### src/rtl/alu_writeback.sv
`default_nettype none
// ============================================================================
//  Module   : alu_writeback
//  Purpose  : ALU writeback stage: 2-entry result queue draining into the
//             register-file write port, BEQ branch pulse and zero flag.
//             Optional macro ALU_WB_CARRY_EN adds the carry-word second write.
//  Revision : 1.0  initial release
// ============================================================================
module alu_writeback #(
    parameter int reg_width  = 8,
    parameter int op_width   = 4,
    parameter int addr_width = 4,
    parameter int carry_addr = 1
) (
    input  logic                  clk,
    input  logic                  reset,
    input  logic                  in_valid,
    output logic                  in_ready,
    input  logic [op_width-1:0]   in_op,
    input  logic [addr_width-1:0] in_dest,
    input  logic [reg_width-1:0]  in_res,
    input  logic [reg_width-1:0]  in_car,
    input  logic                  in_zero,
    input  logic                  in_jump,
    output logic                  rf_we,
    output logic [addr_width-1:0] rf_waddr,
    output logic [reg_width-1:0]  rf_wdata,
    output logic                  branch_taken,
    output logic                  zero_flag,
    output logic                  busy
);

    localparam logic [addr_width-1:0] c_carry_addr = addr_width'(carry_addr);

    typedef struct packed {
        logic [op_width-1:0]   op;
        logic [addr_width-1:0] dest;
        logic [reg_width-1:0]  res;
`ifdef ALU_WB_CARRY_EN
        logic [reg_width-1:0]  car;
`endif
        logic                  zero;
        logic                  jump;
    } entry_t;

    entry_t                r_mem [2];
    logic                  r_wr_ptr;
    logic                  r_rd_ptr;
    logic [1:0]            r_count;
    logic                  r_rf_we;
    logic [addr_width-1:0] r_rf_waddr;
    logic [reg_width-1:0]  r_rf_wdata;
    logic                  r_branch;
    logic                  r_zero;

    entry_t                w_in_entry;
    entry_t                w_head;
    logic [31:0]           w_op_num;
    logic                  w_push;
    logic                  w_pop;
    logic                  w_is_result;
    logic                  w_is_beq;

`ifdef ALU_WB_CARRY_EN
    typedef enum logic [0:0] {
        S_IDLE  = 1'b0,
        S_CARRY = 1'b1
    } state_t;

    state_t                r_state;
    logic [reg_width-1:0]  r_car;
    logic                  w_is_carry;

    assign w_pop = (r_count != 2'd0) && (r_state == S_IDLE);
    assign busy  = (r_count != 2'd0) || (r_state == S_CARRY);
`else
    logic                  w_unused_car;

    assign w_unused_car = ^in_car;
    assign w_pop        = (r_count != 2'd0);
    assign busy         = (r_count != 2'd0);
`endif

    // Readiness looks only at registered occupancy: a full queue refuses a
    // push even when the head is popped in the same cycle.
    assign in_ready = (r_count != 2'd2);
    assign w_push   = in_valid && in_ready;
    assign w_head   = r_mem[r_rd_ptr];
    assign w_op_num = 32'(w_head.op);

    always_comb begin
        w_in_entry      = '0;
        w_in_entry.op   = in_op;
        w_in_entry.dest = in_dest;
        w_in_entry.res  = in_res;
`ifdef ALU_WB_CARRY_EN
        w_in_entry.car  = in_car;
`endif
        w_in_entry.zero = in_zero;
        w_in_entry.jump = in_jump;
    end

    always_comb begin
        w_is_result = 1'b0;
        w_is_beq    = 1'b0;
`ifdef ALU_WB_CARRY_EN
        w_is_carry  = 1'b0;
`endif
        case (w_op_num)
            32'd0, 32'd1, 32'd2, 32'd3, 32'd6: w_is_result = 1'b1;
`ifdef ALU_WB_CARRY_EN
            32'd4, 32'd5, 32'd8, 32'd9, 32'd10: w_is_carry = 1'b1;
`else
            32'd4, 32'd5, 32'd8, 32'd9, 32'd10: w_is_result = 1'b1;
`endif
            32'd7:   w_is_beq = 1'b1;
            default: ;
        endcase
    end

    always_ff @(posedge clk) begin
        if (w_push) begin
            r_mem[r_wr_ptr] <= w_in_entry;
        end
    end

    always_ff @(posedge clk or posedge reset) begin
        if (reset) begin
            r_wr_ptr   <= 1'b0;
            r_rd_ptr   <= 1'b0;
            r_count    <= 2'd0;
            r_rf_we    <= 1'b0;
            r_rf_waddr <= '0;
            r_rf_wdata <= '0;
            r_branch   <= 1'b0;
            r_zero     <= 1'b0;
`ifdef ALU_WB_CARRY_EN
            r_state    <= S_IDLE;
            r_car      <= '0;
`endif
        end else begin
            r_rf_we  <= 1'b0;
            r_branch <= 1'b0;

            if (w_push) r_wr_ptr <= ~r_wr_ptr;
            if (w_pop)  r_rd_ptr <= ~r_rd_ptr;
            case ({w_push, w_pop})
                2'b10:   r_count <= r_count + 2'd1;
                2'b01:   r_count <= r_count - 2'd1;
                default: ;
            endcase

`ifdef ALU_WB_CARRY_EN
            // Carry word lands after the result, so it wins when dest == carry_addr.
            if (r_state == S_CARRY) begin
                r_rf_we    <= 1'b1;
                r_rf_waddr <= c_carry_addr;
                r_rf_wdata <= r_car;
                r_state    <= S_IDLE;
            end else
`endif
            if (w_pop) begin
`ifdef ALU_WB_CARRY_EN
                if (w_is_result || w_is_carry) begin
`else
                if (w_is_result) begin
`endif
                    r_rf_we    <= 1'b1;
                    r_rf_waddr <= w_head.dest;
                    r_rf_wdata <= w_head.res;
                    r_zero     <= w_head.zero;
                end
                if (w_is_beq) begin
                    r_branch <= w_head.jump;
                end
`ifdef ALU_WB_CARRY_EN
                if (w_is_carry) begin
                    r_state <= S_CARRY;
                    r_car   <= w_head.car;
                end
`endif
            end
        end
    end

    assign rf_we        = r_rf_we;
    assign rf_waddr     = r_rf_waddr;
    assign rf_wdata     = r_rf_wdata;
    assign branch_taken = r_branch;
    assign zero_flag    = r_zero;

endmodule
`default_nettype wire

### config.mk
export PLATFORM = sky130hd
export DESIGN_NAME = alu_writeback
export DESIGN_NICKNAME = d
export VERILOG_FILES = /design/src/rtl/alu_writeback.sv
export SDC_FILE = /design/constraint.sdc
export NUM_CORES = 1
export LEC_CHECK = 0
export CAP_MARGIN = 15
export CELL_PAD_IN_SITES_DETAIL_PLACEMENT = 1
export CELL_PAD_IN_SITES_GLOBAL_PLACEMENT = 2
export CORE_UTILIZATION = 38
export DETAILED_ROUTE_END_ITERATION = 8
export PLACE_DENSITY_LB_ADDON = 0.1
export SETUP_SLACK_MARGIN = 0.1
export SKIP_LAST_GASP = 1
export SYNTH_ARGS = -nofsm -noshare
export SYNTH_HDL_FRONTEND = slang
export SYNTH_SLANG_ARGS = --single-unit
### constraint.sdc
create_clock -name clk -period 2.8 [get_ports clk]
set_clock_uncertainty 0.1 [all_clocks]
set_input_delay 0.28 -clock clk [delete_from_list [all_inputs] [get_ports clk]]
set_output_delay 0.28 -clock clk [all_outputs]
set_load 0.01 [all_outputs]
## After elaboration in Yosys (flattened, before gate mapping)

Memories as Yosys holds them, arrays and structs flattened.
Cells that the tools add are included.

| storage, ports and cells | value |
|---|---|
| bits in registers | 19 |
| latch bits | 0 |
| RAM bits | 36 |
| memory bits (read-only) | 0 |
| input port bits | 29 |
| output and inout port bits | 17 |
| word-level logic and storage cells | 41 |
| memories | 1 |

Memories:

| memory | depth | bits a word | read ports | clocked after memory_dff | wr ports | RTL line | RTL |
|---|---|---|---|---|---|---|---|
| r_mem | 2 | 18 | 1 | 0 | 1 | 46 | `entry_t r_mem [2];` |

| operators by class | value |
|---|---|
| add/sub/neg operators | 2 |
| multiply operators | 0 |
| div/mod/pow operators | 0 |
| magnitude comparators | 0 |
| equal/unequal tests | 13 |
| shifts and indexed selects | 0 |
| multiplexer cells | 9 |
| bitwise gates (word level) | 2 |
| reductions and logical operators | 6 |

Operators with widths:

| cell | count |
|---|---|
| logical NOT 32 bit | 1 |
| equality test 4 x 3 -> 1 bit (second input constant) | 4 |
| equality test 4 bit (second input constant) | 3 |
| OR reduction 10 bit | 1 |
| equality test 4 x 2 -> 1 bit (second input constant) | 2 |
| 2-to-1 mux 1 bit | 8 |
| equality test 4 x 1 -> 1 bit (second input constant) | 1 |
| one-hot mux 2 bit (2 select lines) | 1 |
| nonzero test 2 bit | 2 |
| adder 2 x 1 -> 2 bit (second input constant) | 1 |
| equality test 2 x 1 -> 1 bit (second input constant) | 1 |
| equality test 2 bit (second input constant) | 1 |
| != test 2 bit (second input constant) | 1 |
| inverter 1 bit | 2 |
| AND reduction 2 bit | 1 |
| subtractor 2 x 1 -> 2 bit (second input constant) | 1 |
| logical AND 1 bit | 1 |

## Depth between registers and ports, before layout

An unclocked memory read counts as a cell.

| depth | value |
|---|---|
| depth after elaboration | 6 |
| gate-level depth with buffers | 6 |
| gate-level depth less buffers | 6 |

## Least setup slack after synthesis

OpenSTA, ideal clock, no wires.

| timing | value |
|---|---|
| kind | register -> register |
| start point | register r_count[0] |
| end point | memory r_mem[0][0] in the netlist's numbering, enable pin |
| setup time | 392 ps |
| data arrival time | 1503 ps |
| data required time | 2308 ps |
| path slack | 804 ps |
| stages on the path, launching flop included | 4 |
| path buffers | 0 |
| period minus slack after synthesis | 1996 ps |
| cell sequence | dfrtp_1 -> nand2b_1 -> nand2_1 -> nor2_1 |

| on the way | value |
|---|---|
| word-level cells in the longest chain between the ends | 4 |

Ends and longest elaborated chain:

| what | RTL line | RTL |
|---|---|---|
| from (decl) | 49 | `logic [1:0] r_count;` |
| from (signal assigned) | 148 | `2'b10: r_count <= r_count + 2'd1;` |
| from (signal assigned) | 149 | `2'b01: r_count <= r_count - 2'd1;` |
| != test 2 bit | 86 | `assign in_ready = (r_count != 2'd2);` |
| named net in_ready | 18 | `output logic in_ready,` |
| logical AND 1 bit | 87 | `assign w_push = in_valid && in_ready;` |
| 2-to-1 mux 1 bit | 122 | `if (w_push) begin` |
| 2-to-1 mux 1 bit (implied by the code) | 123 | `r_mem[r_wr_ptr] <= w_in_entry;` |
| to (decl) | 46 |  |

The timed path passes the listed nets, and every way through them passes these cells.

## Final worst setup path

| timing | value |
|---|---|
| start point | register r_rd_ptr |
| end point | register r_rf_wdata[4], in the netlist rf_wdata[4] |

| on the way | value |
|---|---|
| word-level cells in the longest chain between the ends | 5 |
| elaborated cells between the ends (all ways) | 14 |
| classes of those cells | 9 x eq/ne; 1 x mux; 3 x reduce/logical; 1 x memory |

Ends and longest elaborated chain:

| what | RTL line | RTL |
|---|---|---|
| from (decl) | 48 | `logic r_rd_ptr;` |
| from (signal assigned) | 146 | `if (w_pop) r_rd_ptr <= ~r_rd_ptr;` |
| memory read (2 x 18 bit) * | n/a |  |
| logical NOT 32 bit (tied with other cells) | 109 | `case (w_op_num)` |
| OR reduction 10 bit (no source line) | n/a |  |
| 2-to-1 mux 1 bit | 109 |  |
| AND reduction 2 bit (no source line) | n/a |  |
| to (signal assigned) | 170 | `r_rf_wdata <= w_head.res;` |
| to (decl) | 52 | `logic [reg_width-1:0] r_rf_wdata;` |

Mark *: on every way between the ends. The rest lies on a longest branch, timed or not.
A chain may end at the register's enable or synchronous reset.

==> impl_summary.md <==
Global route
Entering global routing, the biggest net connects 20 pins. Global routing finished with a remaining overflow of 0. The number of antenna violations at the first check in global routing came to 0. The via count of the first global-routing pass is 1,178. The first global-routing pass estimated 5.70 mm of wire.

Global routing used 14.6% of the available tracks across all layers.

Synthesis
Sorting the synthesized cells by area gives the leading types as edfxtp_1 52%, dfrtp_1 23%, mux2_2 14%. The number of synthesis warnings is 0. The summed instance area of the synthesized netlist is 2060 sq um. The synthesized design contains 55 register bits.

The largest area contributor in the netlist is edfxtp_1. When the netlist entered floorplanning its net count stood at 140. The top cell type's share of synthesized area is 52.5%. After synthesis, flip-flops and latches occupy 75.5% of the total area. The number of distinct library cells after synthesis is 21. In the synthesized netlist, the number of instances is 110. The mean cell area of the mapped netlist is 18.7 sq um.

Clock tree
The root buffer cell chosen for the clock tree is clkbuf_8. The number of buffers inserted by post-CTS setup repair is 0. The maximum level of the CTS H-tree is 2. The TritonCTS clock tree is built. Buffers inserted during clock tree synthesis total 5. Clock tree synthesis found a total of 55 sinks. The longest clock path from root to sink contains 2 buffers. The total of cells resized after clock tree synthesis is 0.

The hold buffer count at CTS is 0. At the later pin of the worst-skew pair, clock insertion delay measures 0.31 ns. After clock tree synthesis, the clock-pin slew on the worst setup and hold paths is 0.09 ns.

Worst setup path
The startpoint of the worst setup timing path is r_rd_ptr. The endpoint identified for the worst register-to-register timing path is rf_wdata[4]. The required time of the worst setup path is 2.90 ns.

The critical path endpoint category is a flip-flop. The maximum cell stage delay along the critical path is 0.57 ns. The worst reg-to-reg setup slack is 0.74 ns. Traced cell by cell, the critical path runs through mux2i_1 -> o21ai_0 -> o22ai_2 -> buf_12 -> mux2_2. The launching point of the worst reg2reg path is r_rd_ptr. The slowest stage of the critical path is the dfrtp_1 cell. Measured in cells, the most critical reg-to-reg path has a length of 5. The type of the worst setup path is reg2reg.

The signal arrival time at the worst endpoint is 2.16 ns. The worst setup path is launched from a flip-flop. The maximum fanout count along the critical path is 9.

Floorplanning
For this configuration, the core starts out at a cell density of 39.8%. The cell row count is 26. The floorplan step defined a die boundary enclosing 5720 sq um. The die height is 75.6 microns. During I/O placement, the number of pins put on the boundary was 46. The total area inside the core boundary comes to 5170 sq um. From left edge to right edge, the die measures 75.6 microns.

Placed design
Once detailed placement completed, the half-perimeter wirelength came to 2.49 mm. The worst slack after detailed placement is 0.713 ns. Once placement finished, the instance area stood at 2540 sq um. Buffers placed on the I/O ports in this run total 37. The final weighted congestion in routability-driven placement is 0.693.

Cells and area
With fillers left out, the area of the finished cells amounts to 2620 sq um. The library cell used most frequently in the layout, excluding fill and tap cells, is clkdlybuf4s50_1. The antenna diode count is 0. Leaving out fill and tap cells, the most frequent cells in the layout are 37 x clkdlybuf4s50_1, 36 x edfxtp_1, 26 x mux2_2.

The share of post-route cells with drive strength above 1 is 26.3%. The utilization after layout is 50.7%. From synthesis to final layout, the design area changed by 27.2%. The final layout contains 185 nets.

Power
Summed over all cells, the static leakage comes to 0.951 nW. The maximum resistive drop on vdd is 520 uV. For this design the ratio of total power to cell area is 1070 nW/um^2.

Power comes to 2.80 mW.

Run
The number of maximum-capacitance constraint violations is 0.

STA
The final count of hold timing violations is 0. The final-report max-slew violation count was 0. The clock period could shrink to 2.06 ns. After layout, the worst setup slack is 0.745 ns.

Static timing analysis puts the maximum clock frequency at 487 MHz. Setup repair after global routing left no endpoint under its margin. In this run the tightest slew margin relative to its limit is 45.7%. The final cycle utilization of the critical path is 73.4%. Setup violations remaining at the end of the flow were counted as 0. For the final routed database, the setup TNS stands at 0 ns.

The slew at the pin with the worst max-slew slack is 0.814 ns.

Routing
The count of nets left with antenna violations once routing finished came out at 0. For this block, the via count after detailed routing is 1,081. The DRC violation total after the first TritonRoute iteration is 44. Using the TritonRoute via totals, the vias-per-cell ratio works out to 4.78.

Before antenna repair, the detailed router went through 2 iterations. The wire length per cell is 16.0 microns. The detailed-route wire length is 3.61 mm. The number of remaining DRC errors is 0.

Status
The run finished with clean final reports.

Hold path
The worst hold path class is in2async.
## metrics by stage
step | std cells | hold WS [ns]
after floorplan | 110 | 0.131
after global placement | 218 | 0.388
after detailed placement | 218 | 0.395
after CTS | 226 | 0.355
after global routing | 226 | 0.405
final | 226 | 0.327
## registers in the layout, summed over array words and instances, names as in the netlist
name	flops
branch_taken	1
r_count	2
r_mem	36
r_rd_ptr	1
r_wr_ptr	1
rf_waddr	4
rf_wdata	8
rf_we	1
zero_flag	1
## cells in the mapped netlist
library cell	count
edfxtp_1	36
mux2_2	26
dfrtp_1	19
xnor2_1	4
inv_1	3
nand2_1	3
nor2_1	3
buf_6	2
mux2i_1	2
a211oi_2	1
a31oi_1	1
and3_1	1
buf_2	1
ha_1	1
nand2b_1	1
nand4b_1	1
nor3b_1	1
o21ai_0	1
o21ai_2	1
o22ai_2	1
xor2_1	1
## metal layers
metal / vias to the layer above / global-route usage [%] / share of wire (%)
met5: - / 0 / 0
met3: 5 / 4.37 / 3.9
met2: 27 / 24.6 / 52
met1: 553 / 17.3 / 42
met4: 0 / 6.79 / 2.0
li1: 496 / - / -
## area by class of cell
class | instances | area [sq um]
fill | 482 | 2550
sequential | 55 | 1560
multi-input combinational | 49 | 468
timing repair buffer | 41 | 413
tap | 70 | 87.6
clock buffer | 6 | 72.6
clock inverter | 2 | 12.5
inverter | 3 | 11.3
## worst max-delay path by stage
stage,slack (ns),endpoint
4_1_cts,0.70,rf_wdata[4]
2_1_floorplan,0.80,r_mem[0][0]
5_1_grt,0.60,rf_wdata[4]
3_3_place_gp,0.69,rf_wdata[6]
6_report,0.74,rf_wdata[4]
3_5_place_dp,0.71,rf_wdata[4]
## logic make-up (layout without fill, tap and decap cells)
| kind of cell | after synthesis | after routing | share of synthesized area, % |
|---|---|---|---|
| multiplexers | 28 | 28 | 15.2 |
| flip-flops | 55 | 55 | 75.5 |
| buffers and inverters | 6 | 52 | 1.88 |
| adder cells (fa/ha/maj) | 1 | 1 | 0.607 |
| AO/OA/AOI/OAI | 5 | 5 | 2.19 |
| XOR/XNOR | 5 | 5 | 2.12 |
| AND/OR/NAND/NOR | 10 | 10 | 2.49 |
## where the power goes
| group | switching (mW) | leakage [nW] | total (mW) | internal [mW] |
|---|---|---|---|---|
| sequential | 0.131 | 0.559 | 1.29 | 1.15 |
| combinational | 0.455 | 0.351 | 1.10 | 0.640 |
| clock | 0.245 | 0.0412 | 0.420 | 0.175 |
| total | 0.831 | 0.951 | 2.80 | 1.97 |
## critical path, delay by kind of cell (launching register included)
family	cells	cell delay [ns]
multiplexers	2	0.55
flip-flops	1	0.57
buffers and inverters	1	0.19
AO/OA/AOI/OAI	2	0.53
(Power assumes the default switching activity.)
